$ cat config.mk
export PLATFORM = sky130hd
export DESIGN_NAME = cmos_video_tx
export DESIGN_NICKNAME = d
export VERILOG_FILES = /design/src/rtl/cmos_video_tx_pkg.sv /design/src/rtl/cmos_pattern_gen.sv /design/src/rtl/cmos_video_tx.sv
export SDC_FILE = /design/constraint.sdc
export NUM_CORES = 1
export LEC_CHECK = 0
export ABC_CLOCK_PERIOD_IN_PS = 2900
export BUFFER_PORTS_ARGS = -buffer_cell sky130_fd_sc_hd__buf_2
export CELL_PAD_IN_SITES_DETAIL_PLACEMENT = 1
export CELL_PAD_IN_SITES_GLOBAL_PLACEMENT = 2
export CORE_ASPECT_RATIO = 1.25
export CORE_UTILIZATION = 35
export DETAILED_ROUTE_END_ITERATION = 7
export PLACE_DENSITY_LB_ADDON = 0.05
export SLEW_MARGIN = 0
export SYNTH_ARGS = -nofsm -noshare
export SYNTH_HDL_FRONTEND = slang
export SYNTH_SLANG_ARGS = --single-unit
$ cat constraint.sdc
create_clock -name clk_pixel -period 2.9 [get_ports clk_pixel]
set_clock_uncertainty 0.2 [all_clocks]
set_input_delay 0.29 -clock clk_pixel [delete_from_list [all_inputs] [get_ports clk_pixel]]
set_output_delay 0.29 -clock clk_pixel [all_outputs]
set_load 0.02 [all_outputs]
$ cat src/rtl/cmos_video_tx_pkg.sv
// Shared types and constants for the CMOS-style video transmitter.
package cmos_video_tx_pkg;

  localparam int unsigned CNT_W = 12;

  typedef enum logic [2:0] {
    ST_IDLE,
    ST_FV_LEAD,
    ST_LINE_ACTIVE,
    ST_LINE_BLANK,
    ST_FV_TRAIL,
    ST_FRAME_BLANK
  } state_t;

  typedef enum logic [1:0] {
    PAT_STREAM = 2'd0,
    PAT_HRAMP  = 2'd1,
    PAT_VRAMP  = 2'd2,
    PAT_CHECK  = 2'd3
  } pat_t;

  function automatic int unsigned max4(input int unsigned a, input int unsigned b,
                                       input int unsigned c, input int unsigned d);
    int unsigned m;
    m = a;
    if (b > m) m = b;
    if (c > m) m = c;
    if (d > m) m = d;
    return m;
  endfunction

endpackage

$ cat src/rtl/cmos_pattern_gen.sv
// Combinational pixel source: selects the stream pixel or a test pattern from col/row.
module cmos_pattern_gen
  import cmos_video_tx_pkg::*;
(
  input  logic [CNT_W-1:0] i_col,
  input  logic [CNT_W-1:0] i_row,
  input  pat_t             i_pat,
  input  logic [9:0]       i_stream,
  output logic [9:0]       o_pixel
);

  logic w_unused;
  assign w_unused = ^{i_col[CNT_W-1:10], i_row[CNT_W-1:10]};

  always_comb begin
    o_pixel = i_stream;
    case (i_pat)
      PAT_STREAM: o_pixel = i_stream;
      PAT_HRAMP:  o_pixel = i_col[9:0];
      PAT_VRAMP:  o_pixel = i_row[9:0];
      PAT_CHECK:  o_pixel = (i_col[3] ^ i_row[3]) ? '1 : '0;
      default:    o_pixel = i_stream;
    endcase
  end

endmodule

$ cat src/rtl/cmos_video_tx.sv
// fv/lv/pixel timing generator; all outputs registered from the next-state decode.
module cmos_video_tx
  import cmos_video_tx_pkg::*;
#(
  parameter int unsigned H_ACTIVE = 640,
  parameter int unsigned V_ACTIVE = 480,
  parameter int unsigned H_BLANK  = 160,
  parameter int unsigned FV_LEAD  = 16,
  parameter int unsigned FV_TRAIL = 16,
  parameter int unsigned V_BLANK  = 1000
) (
  input  logic        clk_pixel,
  input  logic        reset,
  input  logic        enable,
  input  logic [1:0]  pattern_sel,
  input  logic [9:0]  s_data,
  input  logic        s_valid,
  output logic        s_ready,
  output logic        fv_o,
  output logic        lv_o,
  output logic [9:0]  pd_o,
  output logic [15:0] frame_cnt_o,
  output logic        underflow_o,
  output logic        busy_o
);

  localparam int unsigned PW = $clog2(max4(FV_LEAD, H_BLANK, FV_TRAIL, V_BLANK)) + 1;

  state_t           r_state, w_nxt_state;
  logic [PW-1:0]    r_cnt, w_nxt_cnt;
  logic [CNT_W-1:0] r_col, r_row, w_nxt_col, w_nxt_row;
  pat_t             r_pat, w_nxt_pat;
  logic             w_frame_done;
  logic             w_pre_active;
  logic [9:0]       w_stream_px, w_pixel;
  logic             r_s_ready, r_fv, r_lv, r_uf, r_busy;
  logic [9:0]       r_pd;
  logic [15:0]      r_frame_cnt;

  always_comb begin
    w_nxt_state  = r_state;
    w_nxt_cnt    = r_cnt;
    w_nxt_col    = r_col;
    w_nxt_row    = r_row;
    w_nxt_pat    = r_pat;
    w_frame_done = 1'b0;
    case (r_state)
      ST_IDLE: if (enable) begin
        w_nxt_state = ST_FV_LEAD;
        w_nxt_cnt   = '0;
        w_nxt_pat   = pat_t'(pattern_sel);
      end
      ST_FV_LEAD: if (r_cnt == PW'(FV_LEAD - 1)) begin
        w_nxt_state = ST_LINE_ACTIVE;
        w_nxt_col   = '0;
        w_nxt_row   = '0;
      end else w_nxt_cnt = r_cnt + PW'(1);
      ST_LINE_ACTIVE: if (r_col == CNT_W'(H_ACTIVE - 1)) begin
        w_nxt_cnt   = '0;
        w_nxt_state = (r_row == CNT_W'(V_ACTIVE - 1)) ? ST_FV_TRAIL : ST_LINE_BLANK;
      end else w_nxt_col = r_col + CNT_W'(1);
      ST_LINE_BLANK: if (r_cnt == PW'(H_BLANK - 1)) begin
        w_nxt_state = ST_LINE_ACTIVE;
        w_nxt_col   = '0;
        w_nxt_row   = r_row + CNT_W'(1);
      end else w_nxt_cnt = r_cnt + PW'(1);
      ST_FV_TRAIL: if (r_cnt == PW'(FV_TRAIL - 1)) begin
        w_nxt_state  = ST_FRAME_BLANK;
        w_nxt_cnt    = '0;
        w_frame_done = 1'b1;
      end else w_nxt_cnt = r_cnt + PW'(1);
      ST_FRAME_BLANK: if (r_cnt == PW'(V_BLANK - 1)) begin
        w_nxt_cnt = '0;
        if (enable) begin
          w_nxt_state = ST_FV_LEAD;
          w_nxt_pat   = pat_t'(pattern_sel);
        end else w_nxt_state = ST_IDLE;
      end else w_nxt_cnt = r_cnt + PW'(1);
      default: w_nxt_state = ST_IDLE;
    endcase
  end

  // s_ready is registered, so it must predict one state beyond the next one.
  always_comb begin
    w_pre_active = 1'b0;
    case (w_nxt_state)
      ST_FV_LEAD:     w_pre_active = (w_nxt_cnt == PW'(FV_LEAD - 1));
      ST_LINE_ACTIVE: w_pre_active = (w_nxt_col != CNT_W'(H_ACTIVE - 1));
      ST_LINE_BLANK:  w_pre_active = (w_nxt_cnt == PW'(H_BLANK - 1));
      default:        w_pre_active = 1'b0;
    endcase
  end

  assign w_stream_px = (r_s_ready && s_valid) ? s_data : '0;

  cmos_pattern_gen u_pattern_gen (
    .i_col    (w_nxt_col),
    .i_row    (w_nxt_row),
    .i_pat    (r_pat),
    .i_stream (w_stream_px),
    .o_pixel  (w_pixel)
  );

  always_ff @(posedge clk_pixel) begin
    if (reset) begin
      r_state     <= ST_IDLE;
      r_cnt       <= '0;
      r_col       <= '0;
      r_row       <= '0;
      r_pat       <= PAT_STREAM;
      r_s_ready   <= 1'b0;
      r_fv        <= 1'b0;
      r_lv        <= 1'b0;
      r_pd        <= '0;
      r_uf        <= 1'b0;
      r_busy      <= 1'b0;
      r_frame_cnt <= '0;
    end else begin
      r_state   <= w_nxt_state;
      r_cnt     <= w_nxt_cnt;
      r_col     <= w_nxt_col;
      r_row     <= w_nxt_row;
      r_pat     <= w_nxt_pat;
      r_s_ready <= w_pre_active && (w_nxt_pat == PAT_STREAM);
      r_fv      <= (w_nxt_state != ST_IDLE) && (w_nxt_state != ST_FRAME_BLANK);
      r_lv      <= (w_nxt_state == ST_LINE_ACTIVE);
      r_pd      <= (w_nxt_state == ST_LINE_ACTIVE) ? w_pixel : '0;
      r_uf      <= r_s_ready && !s_valid;
      r_busy    <= (w_nxt_state != ST_IDLE);
      if (w_frame_done) r_frame_cnt <= r_frame_cnt + 16'd1;
    end
  end

  assign s_ready     = r_s_ready;
  assign fv_o        = r_fv;
  assign lv_o        = r_lv;
  assign pd_o        = r_pd;
  assign underflow_o = r_uf;
  assign busy_o      = r_busy;
  assign frame_cnt_o = r_frame_cnt;

endmodule

==> qor.csv <==
stage,metric,value,unit
worst_hold_path,hp-class,input pin to flip-flop,
logic_synthesis,ys_types,79,
sta,fmax,0.356,GHz
logic_synthesis,synth_compound_area_frac,0.235,
global_routing,grt_usage,0.240,
setup_path,cp.required,2.93,ns
setup_path,arrival,2.85,ns
final_layout,fillers,1495,
route,wl_met3,542,um
logic_synthesis,synth-xor-area-share,0.0283,
route,met1Wirelength,5930,um
setup_path,critPathSlowestCell,or4b_4,
logic_synthesis,muxShareOfSynthArea,0.00701,
power,power_density,457,nW/um^2
setup_path,crit_chain,"or4b_4, nor3_4, buf_4, a221o_4, nand2_1, a21oi_2, nor4b_2, a21oi_1, a31o_1",
power,p_leak,0.00207,uW
global_routing,grt_pass1_vias,4533,
clocking,htreeDepth,3,
power,ir_drop,0.293,mV
logic_synthesis,ys_seq_elements,71,
route,vias_per_cell,5.64,
logic_synthesis,synth_area,4290,um^2
floorplan,start_util,0.364,
clocking,clockBufferDepth,2,
route,routed.top_layer,met4,
placement,portBuffers,46,
final_layout,fin_util,0.456,
logic_synthesis,postSynthCellCount,547,
route,num_vias,4480,
final_layout,mostFrequentLayoutCells,"nor2_1, dfxtp_1, buf_4, nand2_1, buf_2",
logic_synthesis,yosysTopAreaCell,dfxtp_1,
setup_path,path_class,flip-flop to flip-flop,
logic_synthesis,synth_edf_count,0,
sta,final-setup-viol-count,0,
setup_path,path_buf_inv,1,
route,first_pass_iters,6,
logic_synthesis,synth_top_area_frac,0.332,
global_routing,grt_max_degree,39,
route,wirelength,14400,um
floorplan,die-area,12700,um^2
setup_path,cpPeakStageDelay,0.61,ns
setup_path,cp-start-kind,flip-flop,
logic_synthesis,yosysSeqAreaShare,0.332,
logic_synthesis,avgSynthCellArea,7.84,um^2
flow_run,maxCapViolCount,0,
route,drt-wirelength-per-cell,18.2,um
floorplan,die_y,126,um
clocking,cts.clk_slew.worst_paths,0.06,ns
final_layout,multi_input_area,2700,um^2
floorplan,core_area,11800,um^2
global_routing,grt_overflow,0,
final_layout,final_common_cell,nor2_1,
logic_synthesis,async_reset_ff_frac,0,
sta,timing.hold.ws,0.0287,ns
logic_synthesis,synth_adder_area_share,0.0146,
setup_path,end_kind,flip-flop,
clocking,cts_tree,built,
global_routing,grt_antenna_before_repair,0,
clocking,cts_made_buffers,9,
sta,maxSlewViolCount,0,
route,route.met2.wl,7480,um
final_layout,nNetsFinal,649,
run_status,outcome,"complete, no violations",
floorplan,die_x,101,um
sta,fin_crit,2.81,ns
floorplan,ios,47,
route,post-route-drc-count,0,
final_layout,layout-drive-gt1-share,0.261,
sta,slew_headroom,0.593,
logic_synthesis,ys.flop_type,dfxtp_1,
logic_synthesis,yosysWarnings,0,
clocking,insertion_delay,0.34,ns
global_routing,grt_pass1_wl,23500,um
final_layout,area_delta_synth_final,25.3,%
logic_synthesis,synth.area.top_cells,"dfxtp_1, nor2_1, a21oi_1",
setup_path,cpLargestDelayFamily,simple AND/OR/NAND/NOR gates,
final_layout,antennaDiodeCount,0,
logic_synthesis,syn-num-nets,568,
setup_path,worstPathMaxFanout,10,
sta,worstMarginPinSlew,0.602,ns
sta,rsz0062_at_grt,false,
placement,gp_congestion,0.925,
logic_synthesis,synth-simple-area-share,0.327,
sta,hold_viol_final,0,
clocking,cts.sinks,71,
route,drtIter0Drc,173,
placement,dp_hpwl,11000,um
logic_synthesis,synth_top_family_by_area,simple AND/OR/NAND/NOR gates,
clocking,root_buffer,clkbuf_16,
floorplan,std_cell_rows,44,
sta,post-route-period-util,0.970,
final_layout,seq_area,1420,um^2
route,postRouteAntennaNets,0,
[path summary, 6_finish.rpt]
check             depth (start not counted)            from  slack [ns]   endpoint
hold reg to reg                           2       r_row[11]        0.29  r_row[11]
setup reg to reg                          9       r_cnt[10]        0.09    s_ready
setup / recovery                          9       r_cnt[10]        0.09    s_ready
hold / removal                            3  pattern_sel[0]        0.03   r_pat[0]
[power by group]
part	internal (uW)	switching (uW)	total [uW]
sequential	982	4.74	987
combinational	65.3	108	173
clock	843	453	1300
[through the flow]
| stage | power (uW) | setup TNS, ns | instances | setup slack, ns | instance area, um^2 |
|---|---|---|---|---|---|
| 2_1_floorplan | 1110 | 0 | 547 | 0.312 | 4290 |
| 3_3_place_gp | 1170 | -0.0471 | 776 | -0.0471 | 4930 |
| 3_5_place_dp | 1170 | -0.119 | 776 | -0.119 | 4930 |
| 4_1_cts | 2480 | 0 | 793 | 0.00343 | 5320 |
| 5_1_grt | 2550 | 0 | 794 | 0.0121 | 5370 |
| 6_report | 2460 | 0 | 794 | 0.0883 | 5370 |
[worst min-delay path: stages]
cell and delay, ns:
buf_2 0.09, mux2i_1 0.06, nor2_1 0.09
[cell usage after synthesis (6+ instances only)]
cell type / number
a21oi_1: 42
and3_1: 14
buf_2: 10
nor3_1: 17
or3_1: 8
a22oi_1: 6
nand4_1: 17
inv_1: 6
nor2_1: 74
a31oi_1: 15
nor2b_1: 10
buf_6: 6
nand2_1: 52
clkbuf_1: 16
dfxtp_1: 71
xor2_1: 11
o21ai_0: 38
nand3_1: 20
nor4_1: 6
[sequential cells by signal (all words and copies together) (netlist names)]
name         flops
underflow_o      1
r_pat            2
fv_o             1
r_state          3
busy_o           1
pd_o            10
r_col           12
s_ready          1
r_row           12
lv_o             1
frame_cnt_o     16
r_cnt           11
[per-layer routing]
| metal | GRT usage | vias to the layer above |
|---|---|---|
| li1 | - | 2174 |
| met1 | 0.274 | 2170 |
| met2 | 0.426 | 103 |
| met3 | 0.0416 | 33 |
| met4 | 0.113 | 0 |
| met5 | 0 | - |
[final cells by class]
cell class	instances	area share
Inverter	8	0.00559
Tap cell	161	0.0375
Clock inverter	7	0.0224
Multi-Input combinational cell	433	0.502
Timing Repair Buffer	105	0.126
Clock buffer	9	0.0419
Sequential cell	71	0.265
[cell families after synthesis]
logic type	after synthesis
DFF	71
AOI/OAI and AO/OA	152
muxes	3
buffers and inverters	43
and+or+nand+nor	260
xor gates and xnor gates	13
adders and majority gates	5
[timing repair]
item	4_1_cts	5_1_grt
hold buffers	1	0
endpoints found under the setup margin	1	8
pin swaps	1	3
setup buffers	0	1
resized for setup	4	12
endpoints found under the hold margin	1	0
Power figures use the tool's default switching activity.
